<file path="src/rtl/oled_spi_tx.sv">
// Write-buffered serialiser for an SPI OLED panel: MSB-first bytes, sclk idles high, dc held per byte.
// Define OLED_TX_FIFO_EN for a FIFO_DEPTH-entry FIFO; otherwise a single holding register is used.
module oled_spi_tx #(
  parameter int unsigned CLK_DIV    = 4,
  parameter int unsigned FIFO_DEPTH = 4
) (
  input  logic       sysclk,
  input  logic       cpu_resetn,
  input  logic       wr_valid,
  output logic       wr_ready,
  input  logic [7:0] wr_data,
  input  logic       wr_dc,
  output logic       busy,
  output logic       oled_sclk,
  output logic       oled_sdin,
  output logic       oled_dc
);

  typedef enum logic [1:0] {StIdle, StShift, StGap} state_e;

  localparam logic [7:0] DivLast = 8'(CLK_DIV - 1);

  if (CLK_DIV < 1 || CLK_DIV > 255 || FIFO_DEPTH < 2 ||
      (FIFO_DEPTH & (FIFO_DEPTH - 1)) != 0) begin : g_param_check
    $error("oled_spi_tx: illegal CLK_DIV or FIFO_DEPTH");
  end

  state_e     state_q;
  logic [7:0] div_q;
  logic [2:0] idx_q;
  logic [6:0] shreg_q;
  logic       sclk_q;
  logic       sdin_q;
  logic       dc_q;

  logic       push;
  logic       pop;
  logic       buf_empty;
  logic [8:0] head;

  assign push = wr_valid & wr_ready;
  assign pop  = (state_q == StIdle) & ~buf_empty;

`ifdef OLED_TX_FIFO_EN
  localparam int unsigned PtrW = $clog2(FIFO_DEPTH);

  logic [8:0]      mem_q [FIFO_DEPTH];
  logic [PtrW-1:0] wr_ptr_q;
  logic [PtrW-1:0] rd_ptr_q;
  logic [PtrW:0]   count_q;

  always_ff @(posedge sysclk or negedge cpu_resetn) begin
    if (!cpu_resetn) begin
      wr_ptr_q <= '0;
      rd_ptr_q <= '0;
      count_q  <= '0;
    end else begin
      if (push) wr_ptr_q <= wr_ptr_q + PtrW'(1);
      if (pop)  rd_ptr_q <= rd_ptr_q + PtrW'(1);
      unique case ({push, pop})
        2'b10:   count_q <= count_q + (PtrW + 1)'(1);
        2'b01:   count_q <= count_q - (PtrW + 1)'(1);
        default: count_q <= count_q;
      endcase
    end
  end

  // Storage needs no reset: the count alone defines which entries are live.
  always_ff @(posedge sysclk) begin
    if (push) mem_q[wr_ptr_q] <= {wr_dc, wr_data};
  end

  // Count never exceeds FIFO_DEPTH (a power of two), so its top bit marks full.
  assign wr_ready  = ~count_q[PtrW];
  assign buf_empty = (count_q == '0);
  assign head      = mem_q[rd_ptr_q];
`else
  logic       hold_valid_q;
  logic [8:0] hold_q;

  always_ff @(posedge sysclk or negedge cpu_resetn) begin
    if (!cpu_resetn) begin
      hold_valid_q <= 1'b0;
      hold_q       <= '0;
    end else if (push) begin
      hold_valid_q <= 1'b1;
      hold_q       <= {wr_dc, wr_data};
    end else if (pop) begin
      hold_valid_q <= 1'b0;
    end
  end

  assign wr_ready  = ~hold_valid_q;
  assign buf_empty = ~hold_valid_q;
  assign head      = hold_q;
`endif

  always_ff @(posedge sysclk or negedge cpu_resetn) begin
    if (!cpu_resetn) begin
      state_q <= StIdle;
      div_q   <= '0;
      idx_q   <= '0;
      shreg_q <= '0;
      sclk_q  <= 1'b1;
      sdin_q  <= 1'b0;
      dc_q    <= 1'b0;
    end else begin
      unique case (state_q)
        StIdle: begin
          if (!buf_empty) begin
            state_q <= StShift;
            sclk_q  <= 1'b0;
            sdin_q  <= head[7];
            dc_q    <= head[8];
            shreg_q <= head[6:0];
            idx_q   <= 3'd7;
            div_q   <= '0;
          end
        end
        StShift: begin
          if (div_q == DivLast) begin
            div_q <= '0;
            if (!sclk_q) begin
              sclk_q <= 1'b1;
            end else if (idx_q != 3'd0) begin
              // Next bit goes out on the same edge that drops sclk.
              idx_q   <= idx_q - 3'd1;
              sdin_q  <= shreg_q[6];
              shreg_q <= {shreg_q[5:0], 1'b0};
              sclk_q  <= 1'b0;
            end else begin
              state_q <= StGap;
            end
          end else begin
            div_q <= div_q + 8'd1;
          end
        end
        StGap: begin
          if (div_q == DivLast) state_q <= StIdle;
          else                  div_q   <= div_q + 8'd1;
        end
        default: state_q <= StIdle;
      endcase
    end
  end

  assign oled_sclk = sclk_q;
  assign oled_sdin = sdin_q;
  assign oled_dc   = dc_q;
  assign busy      = (state_q != StIdle) | ~buf_empty;

endmodule

</file>
<file path="config.mk">
export PLATFORM = sky130hd
export DESIGN_NAME = oled_spi_tx
export DESIGN_NICKNAME = d
export VERILOG_FILES = /design/src/rtl/oled_spi_tx.sv
export SDC_FILE = /design/constraint.sdc
export NUM_CORES = 1
export LEC_CHECK = 0
export BUFFER_PORTS_ARGS = -buffer_cell sky130_fd_sc_hd__buf_2
export CORE_ASPECT_RATIO = 1.2
export CORE_MARGIN = 2
export CORE_UTILIZATION = 60
export DETAILED_ROUTE_END_ITERATION = 10
export MAX_ROUTING_LAYER = met4
export PLACE_DENSITY = 0.81
export RECOVER_POWER = 50
export SYNTH_ARGS = -nofsm -noshare
export SYNTH_HDL_FRONTEND = slang
export SYNTH_SLANG_ARGS = --single-unit
</file>
<file path="constraint.sdc">
create_clock -name sysclk -period 4.7 [get_ports sysclk]
set_input_delay 0.47 -clock sysclk [delete_from_list [all_inputs] [get_ports sysclk]]
set_output_delay 0.47 -clock sysclk [all_outputs]
set_load 0.005 [all_outputs]
</file>
==> impl_metrics.tcl, run 1 <==
set metrics [dict create \
    vias_per_cell 5.83 \
    postSynthNetCount 167 \
    synthesis.area_per_instance_um2 11.8 \
    postSynthCellCount 147 \
    dr_total_vias 1171 \
    layout.cells.non_filler 201 \
    post_synthesis_register_bit_count 33 \
    grt_first_pass_wirelength_um 5080 \
    hold_path_end "head[3]" \
    die_height_um 62.8 \
    synthAdderAreaFrac 0.0579 \
    synth-compound-area-share 0.0934 \
    cts.sinks 33 \
    power_density_nw_per_um2 293 \
    yosysUniqueCellTypes 35 \
    post_cts_resize_count 0 \
    synth_top_flop_cell "sky130_fd_sc_hd__dfrtp_1" \
    timing.critical_path.to_type "flip-flop" \
    synth_commonest_cells "sky130_fd_sc_hd__dfrtp_1, sky130_fd_sc_hd__mux2_2, sky130_fd_sc_hd__inv_1, sky130_fd_sc_hd__mux2_4, sky130_fd_sc_hd__o21ai_0" \
    period_minus_slack_ns 2.43 \
    synth-edff-count 0 \
    cap_viol_max_count 1 \
    rsz0062_at_grt "false" \
    final.setup.tns_ns 0 \
    mappedNetlistArea_um2 1730 \
    setup.worst_path.start_class "flip-flop" \
    die-area_um2 3330 \
    irDropWorstVdd_mv 0.273 \
    r2r_start "state_q[1]" \
    synth.area.top_cells "sky130_fd_sc_hd__dfrtp_1, sky130_fd_sc_hd__mux2_2, sky130_fd_sc_hd__mux2_4" \
    ys_seq_area_frac 0.479 \
    detailedPlacementHpwl_um 2210 \
    routedWlPerCell_um 14.6 \
    floorplan.rows 21 \
    cts-root-buf "sky130_fd_sc_hd__clkbuf_4" \
    yosys_warnings 0 \
    combinational_family_with_the_most_area_after_synthesis "multiplexers" \
    gr_overflow_total 0 \
    cts_tree "yes" \
    async_flop_share 1.00 \
    worst_path_clk_slew_ns 0.10 \
    pin_count_of_the_biggest_net_entering_global_routing 34 \
    finalClockSkew_ns 0.00700 \
    worst_tran_pin_value_ns 1.75 \
    finalWeightedCongestion 0.894 \
    synth_top_cell_area_share 0.463 \
    max_freq_mhz 411 \
    floorplan.core_area_um2 2760 \
    area.growth.synth_to_final_pct 9.70 \
    clk_latency_ns 0.32 \
    yosys.area.top_type "sky130_fd_sc_hd__dfrtp_1" \
    reg2reg_setup_slack_ns 2.27 \
    maxSlewHeadroom -0.163 \
    worst_r2r_endpoint "div_q[3]" \
    holdCritPathClass "in2reg" \
    min-delay-start "wr_data[3]" \
    antenna_found_initial 0 \
    drt-initial-drc-count 32 \
    synthXorXnorAreaFrac 0.00507 \
    globalRouteTotalUtil 0.209 \
    p_leak_uw 0.000929 \
    period_share 0.517 \
    path_class "reg2reg" \
    post_cts_buffers 0 \
    yosys.area_share.simple 0.118 \
    io_buffers 16 \
    cts_hold_buf 0 \
    worst_ep_arrival_time_ns 2.66 \
    timing.final.max_slew_violations 34 \
    synth.most_common_cell "sky130_fd_sc_hd__dfrtp_1" \
    rr_worst_depth 6 \
    remaining_drcs 0 \
    cts-buffers-inserted 5 \
    violations "capacitance limit, slew limit" \
    place_inst 193 \
    worstPathRequired_ns 4.93 \
    postLayoutCoreUtil 0.687 \
    finalSetupViolations 0 \
    design.final.nets 186 \
    final_layout_size_suffix_gt1_frac 0.341 \
    antenna_cells_inserted 0 \
    grt_pass1_vias 1186 \
    finalHoldViolations 0 \
    start_util 0.626 \
    routed_wl_um 2940 \
    worstPathMaxFanout 18 \
    outcome "finished, violations left" \
    synth_mux_area_frac 0.214 \
    firstDrtPassIters 4 \
    antenna_left 0 \
    min_delay_path_depth 2 \
    ios 17 \
    fp.dieW_um 53.0 \
    cts-root-to-sink-buffers 2 \
    htreeDepth 2 \
]
layout make-up:
class / instances / area (um^2)
well taps: 34 / 42.5
clock buffers: 7 / 65.1
fillers: 211 / 863
repair buffers: 16 / 78.8
multi-input cells: 101 / 843
clock inverters: 1 / 5.00
inverters: 9 / 33.8
flip-flops and latches: 33 / 827
stage by stage:
stage	worst slack (ns)	hold WS [ns]	total power, uW	cell area [um^2]
global route	1.89	0.364	583	1900
finish	2.27	0.376	556	1900
detailed placement	2.26	0.490	386	1830
floorplan	2.85	0.174	365	1730
CTS	2.27	0.203	561	1900
global placement	2.39	0.483	381	1830
kinds of logic after synthesis:
| family | Yosys count |
|---|---|
| xor gates and xnor gates | 1 |
| AOI/OAI and AO/OA | 27 |
| muxes | 30 |
| buffers and inverters | 13 |
| and+or+nand+nor | 35 |
| DFF | 33 |
| adders and majority gates | 8 |
worst max-delay path by stage:
stage	to	cells past startpoint	slack, ns	start
after detailed placement	div_q[3]	6	2.26	state_q[1]
after global placement	shreg_q[0]	6	2.39	state_q[1]
after global routing	div_q[3]	6	1.89	state_q[1]
final	div_q[3]	6	2.27	state_q[1]
after floorplan	oled_sdin	6	2.85	state_q[1]
after CTS	div_q[3]	6	2.27	state_q[1]
sequential cells by signal (all words and copies together) (netlist names):
name,flops
oled_sdin,1
hold_valid_q,1
head,9
div_q,8
oled_dc,1
oled_sclk,1
state_q,2
idx_q,3
shreg_q,7
cell usage in the layout (no fill, tap or decap), types with 2 or more instances in the layout:
cell type / count
sky130_fd_sc_hd__ha_1: 8
sky130_fd_sc_hd__mux2i_1: 2
sky130_fd_sc_hd__nand3_1: 4
sky130_fd_sc_hd__nand2b_1: 2
sky130_fd_sc_hd__buf_2: 15
sky130_fd_sc_hd__dfrtp_1: 32
sky130_fd_sc_hd__mux2_2: 19
sky130_fd_sc_hd__inv_1: 9
sky130_fd_sc_hd__o2bb2ai_1: 2
sky130_fd_sc_hd__nor4_1: 2
sky130_fd_sc_hd__a21oi_1: 8
sky130_fd_sc_hd__clkbuf_8: 2
sky130_fd_sc_hd__mux2_4: 9
sky130_fd_sc_hd__clkbuf_4: 5
sky130_fd_sc_hd__o31ai_1: 2
sky130_fd_sc_hd__a31oi_1: 2
sky130_fd_sc_hd__and3_2: 2
sky130_fd_sc_hd__nor2b_1: 3
sky130_fd_sc_hd__nand2_1: 8
sky130_fd_sc_hd__o21ai_0: 9
sky130_fd_sc_hd__nor2_1: 6
layer usage:
metal,global-route usage,up-vias,wire length [um]
li1,-,564,-
met1,0.251,576,1210
met2,0.345,23,1600
met3,0.0526,8,86
met4,0.0577,0,44
met5,-,-,0
critical path, stage by stage, from the launching register on:
cell	delay, ns
sky130_fd_sc_hd__dfrtp_1	0.40
sky130_fd_sc_hd__inv_1	0.14
sky130_fd_sc_hd__ha_1	0.61
sky130_fd_sc_hd__o21ai_0	0.36
sky130_fd_sc_hd__a21oi_1	0.41
sky130_fd_sc_hd__nand2_1	0.18
sky130_fd_sc_hd__o31ai_1	0.25
where the power goes:
part,switching (uW),internal (uW)
Combinational,16.8,30.2
Sequential,16.5,316
Clock,89.9,86.7
Total,123,433
(Power assumes the default switching activity.)
==> run 2, diff against run 1 <==
--- a/config.mk
+++ b/config.mk
@@ -5,13 +5,14 @@
 export SDC_FILE = /design/constraint.sdc
 export NUM_CORES = 1
 export LEC_CHECK = 0
+export ABC_AREA = 1
 export BUFFER_PORTS_ARGS = -buffer_cell sky130_fd_sc_hd__buf_2
 export CORE_ASPECT_RATIO = 1.2
 export CORE_MARGIN = 2
-export CORE_UTILIZATION = 60
+export CORE_UTILIZATION = 58
 export DETAILED_ROUTE_END_ITERATION = 10
 export MAX_ROUTING_LAYER = met4
-export PLACE_DENSITY = 0.81
+export PLACE_DENSITY = 0.78
 export RECOVER_POWER = 50
 export SYNTH_ARGS = -nofsm -noshare
 export SYNTH_HDL_FRONTEND = slang
==> constraint.sdc (replaced) <==
create_clock -name sysclk -period 2.5 [get_ports sysclk]
set_input_delay 0.25 -clock sysclk [delete_from_list [all_inputs] [get_ports sysclk]]
set_output_delay 0.25 -clock sysclk [all_outputs]
set_load 0.005 [all_outputs]
==> run 2 against run 1 <==
Effect of this change: the flow still finishes with violations (capacitance limit, slew limit); utilization fell by 3.8 points; synthesized area is 5.5% higher; via count grew 31%; sequential cell count did not move; wire length up 15%; final cell count up 45%; die area up 8.5%; clock-buffer cell count decreased by 1; global-route usage rose by 1.8 points; critical path type is now reg2out; worst hold slack worse by 0.23 ns; critical path depth stayed put.
==> impl_metrics.tcl, run 2 <==
set metrics [dict create \
    critical_path.cell_chain "inv_1 > ha_1 > inv_1 > nor2_1 > inv_1 > buf_2" \
    antenna_found_initial 0 \
    timing.critical_path.to_type "output port" \
    reg2reg_setup_slack_ns 0.64 \
    firstDrtPassIters 4 \
    remaining_drcs 0 \
    yosysUniqueCellTypes 27 \
    clk_latency_ns 0.34 \
    cts.sinks 33 \
    synth_top_flop_cell "sky130_fd_sc_hd__dfrtp_1" \
    start_util 0.602 \
    routedWlPerCell_um 11.6 \
    holdCritPathClass "in2reg" \
    cts_tree "yes" \
    design.final.nets 274 \
    detailedPlacementHpwl_um 2380 \
    max_freq_mhz 463 \
    cts-root-buf "sky130_fd_sc_hd__clkbuf_4" \
    yosys_warnings 0 \
    synth_top_cell_area_share 0.439 \
    vias_per_cell 5.29 \
    period_share 0.863 \
    final_layout_size_suffix_gt1_frac 0.169 \
    post_synthesis_register_bit_count 33 \
    dr_total_vias 1539 \
    cts-buffers-inserted 5 \
    rsz0062_at_grt "false" \
    synth-edff-count 0 \
    power_density_nw_per_um2 495 \
    dr_wl_met3_um 79 \
    drt-met1-wl_um 1540 \
    postSynthNetCount 256 \
    cap_viol_max_count 1 \
    pin_count_of_the_biggest_net_entering_global_routing 34 \
    worst_r2r_endpoint "shreg_q[3]" \
    maxSlewHeadroom -0.162 \
    irDropWorstVdd_mv 0.464 \
    finalWeightedCongestion 0.803 \
    critical_path_s_largest_stage_delay_ns 0.43 \
    antenna_cells_inserted 0 \
    mappedNetlistArea_um2 1820 \
    async_flop_share 1.00 \
    finalClockSkew_ns 0.0105 \
    period_minus_slack_ns 2.16 \
    route.met2.wl_um 1700 \
    floorplan.core_area_um2 3030 \
    synth_commonest_cells "sky130_fd_sc_hd__nand2_1, sky130_fd_sc_hd__dfrtp_1, sky130_fd_sc_hd__inv_1" \
    grt_pass1_vias 1467 \
    p_leak_uw 0.00108 \
    area.growth.synth_to_final_pct 7.82 \
    hold_path_end "head[1]" \
    outcome "finished, violations left" \
    synth.area.top_cells "sky130_fd_sc_hd__dfrtp_1, sky130_fd_sc_hd__nand2_1, sky130_fd_sc_hd__ha_1" \
    post_cts_buffers 0 \
    layout.cells.most_common "sky130_fd_sc_hd__nand2_1" \
    yosys.area.top_type "sky130_fd_sc_hd__dfrtp_1" \
    cts-root-to-sink-buffers 2 \
    globalRouteTotalUtil 0.227 \
    gr_overflow_total 0 \
    final.setup.tns_ns 0 \
    power.total_uw 974 \
    fp.dieW_um 55.2 \
    worst_ep_arrival_time_ns 1.91 \
    antenna_left 0 \
    setup.worst_path.start_class "flip-flop" \
    synth.most_common_cell "sky130_fd_sc_hd__nand2_1" \
    synthesis.area_per_instance_um2 7.72 \
    die-area_um2 3610 \
    post_cts_resize_count 0 \
    slowest_cell_on_crit_path "sky130_fd_sc_hd__dfrtp_1" \
    htreeDepth 2 \
    postSynthCellCount 236 \
    floorplan.rows 22 \
    layout_common_cells "sky130_fd_sc_hd__nand2_1, sky130_fd_sc_hd__dfrtp_1, sky130_fd_sc_hd__inv_1" \
    worst_path_clk_slew_ns 0.11 \
    drt-initial-drc-count 35 \
    min-delay-start "wr_data[1]" \
    io_buffers 16 \
    worstPathRequired_ns 2.25 \
    worstPathMaxFanout 14 \
    worst_tran_pin_value_ns 1.74 \
    rr_worst_depth 8 \
    finalHoldViolations 0 \
    cpMostUsedCell "sky130_fd_sc_hd__inv_1" \
    routed_wl_um 3370 \
    die_height_um 65.4 \
    finalSetupViolations 0 \
    ys_seq_area_frac 0.454 \
    r2r_start "state_q[0]" \
    cts_hold_buf 1 \
    largest_reg_flops 9 \
    min_delay_path_depth 2 \
    highest_layer "met4" \
    grt_first_pass_wirelength_um 5840 \
    ios 17 \
    violations "capacitance limit, slew limit" \
    path_class "reg2out" \
    timing.final.max_slew_violations 34 \
]
run 2: kinds of logic after synthesis:
kind of cell    Yosys count  synth area share
fa+ha+maj                 8            0.0549
simple gates            128             0.305
xor+xnor                  1           0.00481
mux                       2            0.0124
buf+inv                  37            0.0913
compound gates           27            0.0776
flops                    33             0.454
run 2: per-stage QoR:
step | hold slack [ns] | cells | utilization | worst slack (ns) | instance area [um^2]
finish | 0.141 | 291 | 0.649 | 0.342 | 1970
global route | 0.147 | 291 | 0.649 | 0.138 | 1970
CTS | 0.145 | 291 | 0.650 | 0.339 | 1970
detailed placement | 0.349 | 282 | 0.629 | 0.665 | 1910
global placement | 0.350 | 282 | 0.629 | 0.690 | 1910
floorplan | -0.0456 | 236 | - | 1.01 | 1820
run 2: how the worst max path moves through the flow:
stage | depth (start not counted) | startpoint | end | slack, ns
4_1_cts | 6 | state_q[1] | busy | 0.34
5_1_grt | 2 | cpu_resetn | idx_q[0] | 0.14
6_report | 6 | state_q[1] | busy | 0.34
2_1_floorplan | 10 | state_q[1] | oled_sdin | 1.01
3_5_place_dp | 8 | state_q[0] | shreg_q[1] | 0.66
3_3_place_gp | 8 | state_q[0] | shreg_q[2] | 0.69
run 2: area by class of cell:
cell class	instances	area, um^2
clock buffers	6	41.3
well taps	36	45.0
flip-flops and latches	33	827
repair buffers	19	104
fillers	282	1060
clock inverters	2	10.0
multi-input cells	166	830
inverters	29	109
run 2: worst max-delay path: cells and delay by family, from the launching register on:
kind | cells | cell delay (ns)
fa+ha+maj | 1 | 0.27
buf+inv | 4 | 0.66
flops | 1 | 0.43
simple gates | 1 | 0.21
run 2: where the power goes:
part	leakage, uW	total [uW]	internal, uW	switching, uW
registers	0.000406	598	583	15.3
logic	0.000645	80.4	34.1	46.2
clock network	0.0000320	295	107	188
run 2: layer usage:
| layer | global-route usage | vias up |
|---|---|---|
| met1 | 0.265 | 725 |
| met2 | 0.381 | 20 |
| li1 | - | 789 |
| met3 | 0.0409 | 5 |
| met5 | - | - |
| met4 | 0.0854 | 0 |
==> run 3, diff against run 2 <==
--- a/config.mk
+++ b/config.mk
@@ -9,10 +9,10 @@
 export BUFFER_PORTS_ARGS = -buffer_cell sky130_fd_sc_hd__buf_2
 export CORE_ASPECT_RATIO = 1.2
 export CORE_MARGIN = 2
-export CORE_UTILIZATION = 58
+export CORE_UTILIZATION = 60
 export DETAILED_ROUTE_END_ITERATION = 10
 export MAX_ROUTING_LAYER = met4
-export PLACE_DENSITY = 0.78
+export PLACE_DENSITY = 0.8
 export RECOVER_POWER = 50
 export SYNTH_ARGS = -nofsm -noshare
 export SYNTH_HDL_FRONTEND = slang
==> constraint.sdc (replaced) <==
create_clock -name sysclk -period 2.7 [get_ports sysclk]
set_input_delay 0.27 -clock sysclk [delete_from_list [all_inputs] [get_ports sysclk]]
set_output_delay 0.27 -clock sysclk [all_outputs]
set_load 0.005 [all_outputs]
==> run 3 against run 2 <==
Effect of this change: the flow still finishes with violations (capacitance limit, slew limit); sequential share of layout area increased by 0.27 points; utilization increased by 3.9 points; worst setup slack improved by 0.18 ns; total power decreased by 8.5%; clock-buffer cell count increased by 2; first-iteration DRC count decreased by 11%; clock power decreased by 12%; final cell count decreased by 1.0%.
==> impl_metrics.tcl, run 3 (same netlist as run 2, synthesis figures left out) <==
set metrics [dict create \
    irDropWorstVdd_mv 0.465 \
    timing.critical_path.to_type "output port" \
    worst_ep_arrival_time_ns 1.91 \
    clk_latency_ns 0.33 \
    antenna_left 0 \
    floorplan.core_area_um2 2840 \
    max_freq_mhz 459 \
    largest_reg_flops 9 \
    fp.dieW_um 54.3 \
    holdCritPathClass "in2reg" \
    p_leak_uw 0.00107 \
    routed_wl_um 3510 \
    grt_pass1_vias 1506 \
    design.final.nets 273 \
    maxSlewHeadroom -0.181 \
    timing.final.max_slew_violations 34 \
    power_density_nw_per_um2 456 \
    final.setup.tns_ns 0 \
    period_share 0.806 \
    postLayoutCoreUtil 0.688 \
    routedWlPerCell_um 12.2 \
    firstDrtPassIters 4 \
    final_layout_size_suffix_gt1_frac 0.157 \
    cts-root-to-sink-buffers 2 \
    cts-root-buf "sky130_fd_sc_hd__clkbuf_4" \
    worst_path_clk_slew_ns 0.10 \
    finalHoldViolations 0 \
    worstPathRequired_ns 2.43 \
    cts-buffers-inserted 5 \
    detailedPlacementHpwl_um 2480 \
    io_buffers 16 \
    remaining_drcs 0 \
    ios 17 \
    floorplan.rows 21 \
    area.growth.synth_to_final_pct 7.14 \
    gr_overflow_total 0 \
    reg2reg_setup_slack_ns 0.69 \
    cts_tree "yes" \
    grt_first_pass_wirelength_um 6290 \
    post_cts_buffers 0 \
    finalWeightedCongestion 0.829 \
    die_height_um 64.4 \
    htreeDepth 2 \
    vias_per_cell 5.38 \
    pin_count_of_the_biggest_net_entering_global_routing 34 \
    drt-initial-drc-count 31 \
    layout.cells.most_common "sky130_fd_sc_hd__nand2_1" \
    finalClockSkew_ns 0.00823 \
    outcome "finished, violations left" \
    die-area_um2 3500 \
    period_minus_slack_ns 2.18 \
    worstPathMaxFanout 14 \
    post_cts_resize_count 0 \
    globalRouteTotalUtil 0.255 \
    start_util 0.642 \
    antenna_found_initial 0 \
    rsz0062_at_grt "false" \
    cts.sinks 33 \
    dr_total_vias 1548 \
    cap_viol_max_count 1 \
    layout_common_cells "sky130_fd_sc_hd__nand2_1, sky130_fd_sc_hd__dfrtp_1, sky130_fd_sc_hd__inv_1" \
    antenna_cells_inserted 0 \
    setup.worst_path.start_class "flip-flop" \
    path_class "reg2out" \
    violations "capacitance limit, slew limit" \
    finalSetupViolations 0 \
    worst_tran_pin_value_ns 1.77 \
]
run 3: layout make-up:
class,instances,area [um^2]
timing repair buffer,18,96.3
inverter,29,109
clock buffer,8,48.8
fill,255,885
tap,34,42.5
multi-input combinational,166,830
sequential,33,827
run 3: routing by layer:
metal | up-vias | GRT usage | share of wire
met4 | 0 | 0.0938 | 0.014
li1 | 791 | - | -
met5 | - | - | 0
met1 | 720 | 0.290 | 0.45
met3 | 4 | 0.0631 | 0.037
met2 | 33 | 0.422 | 0.50
run 3: per-stage QoR:
step / setup WS, ns / cells / instance area [um^2] / hold WS, ns / total power (uW)
final: 0.523 / 288 / 1950 / 0.169 / 891
after global routing: 0.344 / 288 / 1950 / 0.158 / 942
after CTS: 0.535 / 288 / 1950 / 0.157 / 905
after detailed placement: 0.721 / 279 / 1900 / 0.361 / 641
after global placement: 0.762 / 279 / 1900 / 0.364 / 635
after floorplan: 1.21 / 236 / 1820 / -0.0256 / 609
run 3: final timing paths:
kind / cells past startpoint / to / start
min in group asynchronous: 2 / div_q[2] / cpu_resetn
hold reg to reg: 2 / oled_sdin / oled_sdin
hold / removal: 2 / head[1] / wr_data[1]
setup reg to reg: 9 / shreg_q[3] / state_q[1]
max in group asynchronous: 2 / head[8] / cpu_resetn
setup / recovery: 6 / busy / state_q[0]
run 3: timing repair:
| item | 4_1_cts | 5_1_grt |
|---|---|---|
| hold endpoints to repair | 4 | 0 |
| hold buffers | 1 | 0 |
| endpoints found under the setup margin | 0 | 0 |
run 3: where the power goes:
part | leakage [uW] | internal [uW] | switching, uW
combinational | 0.000639 | 31.6 | 44.8
sequential | 0.000406 | 540 | 14.9
clock | 0.0000265 | 104 | 156
run 3: critical path, stage by stage (launching register included):
cell	delay (ns)
sky130_fd_sc_hd__dfrtp_1	0.43
sky130_fd_sc_hd__inv_1	0.12
sky130_fd_sc_hd__ha_1	0.26
sky130_fd_sc_hd__inv_1	0.06
sky130_fd_sc_hd__nor2_1	0.23
sky130_fd_sc_hd__inv_1	0.28
sky130_fd_sc_hd__buf_2	0.21
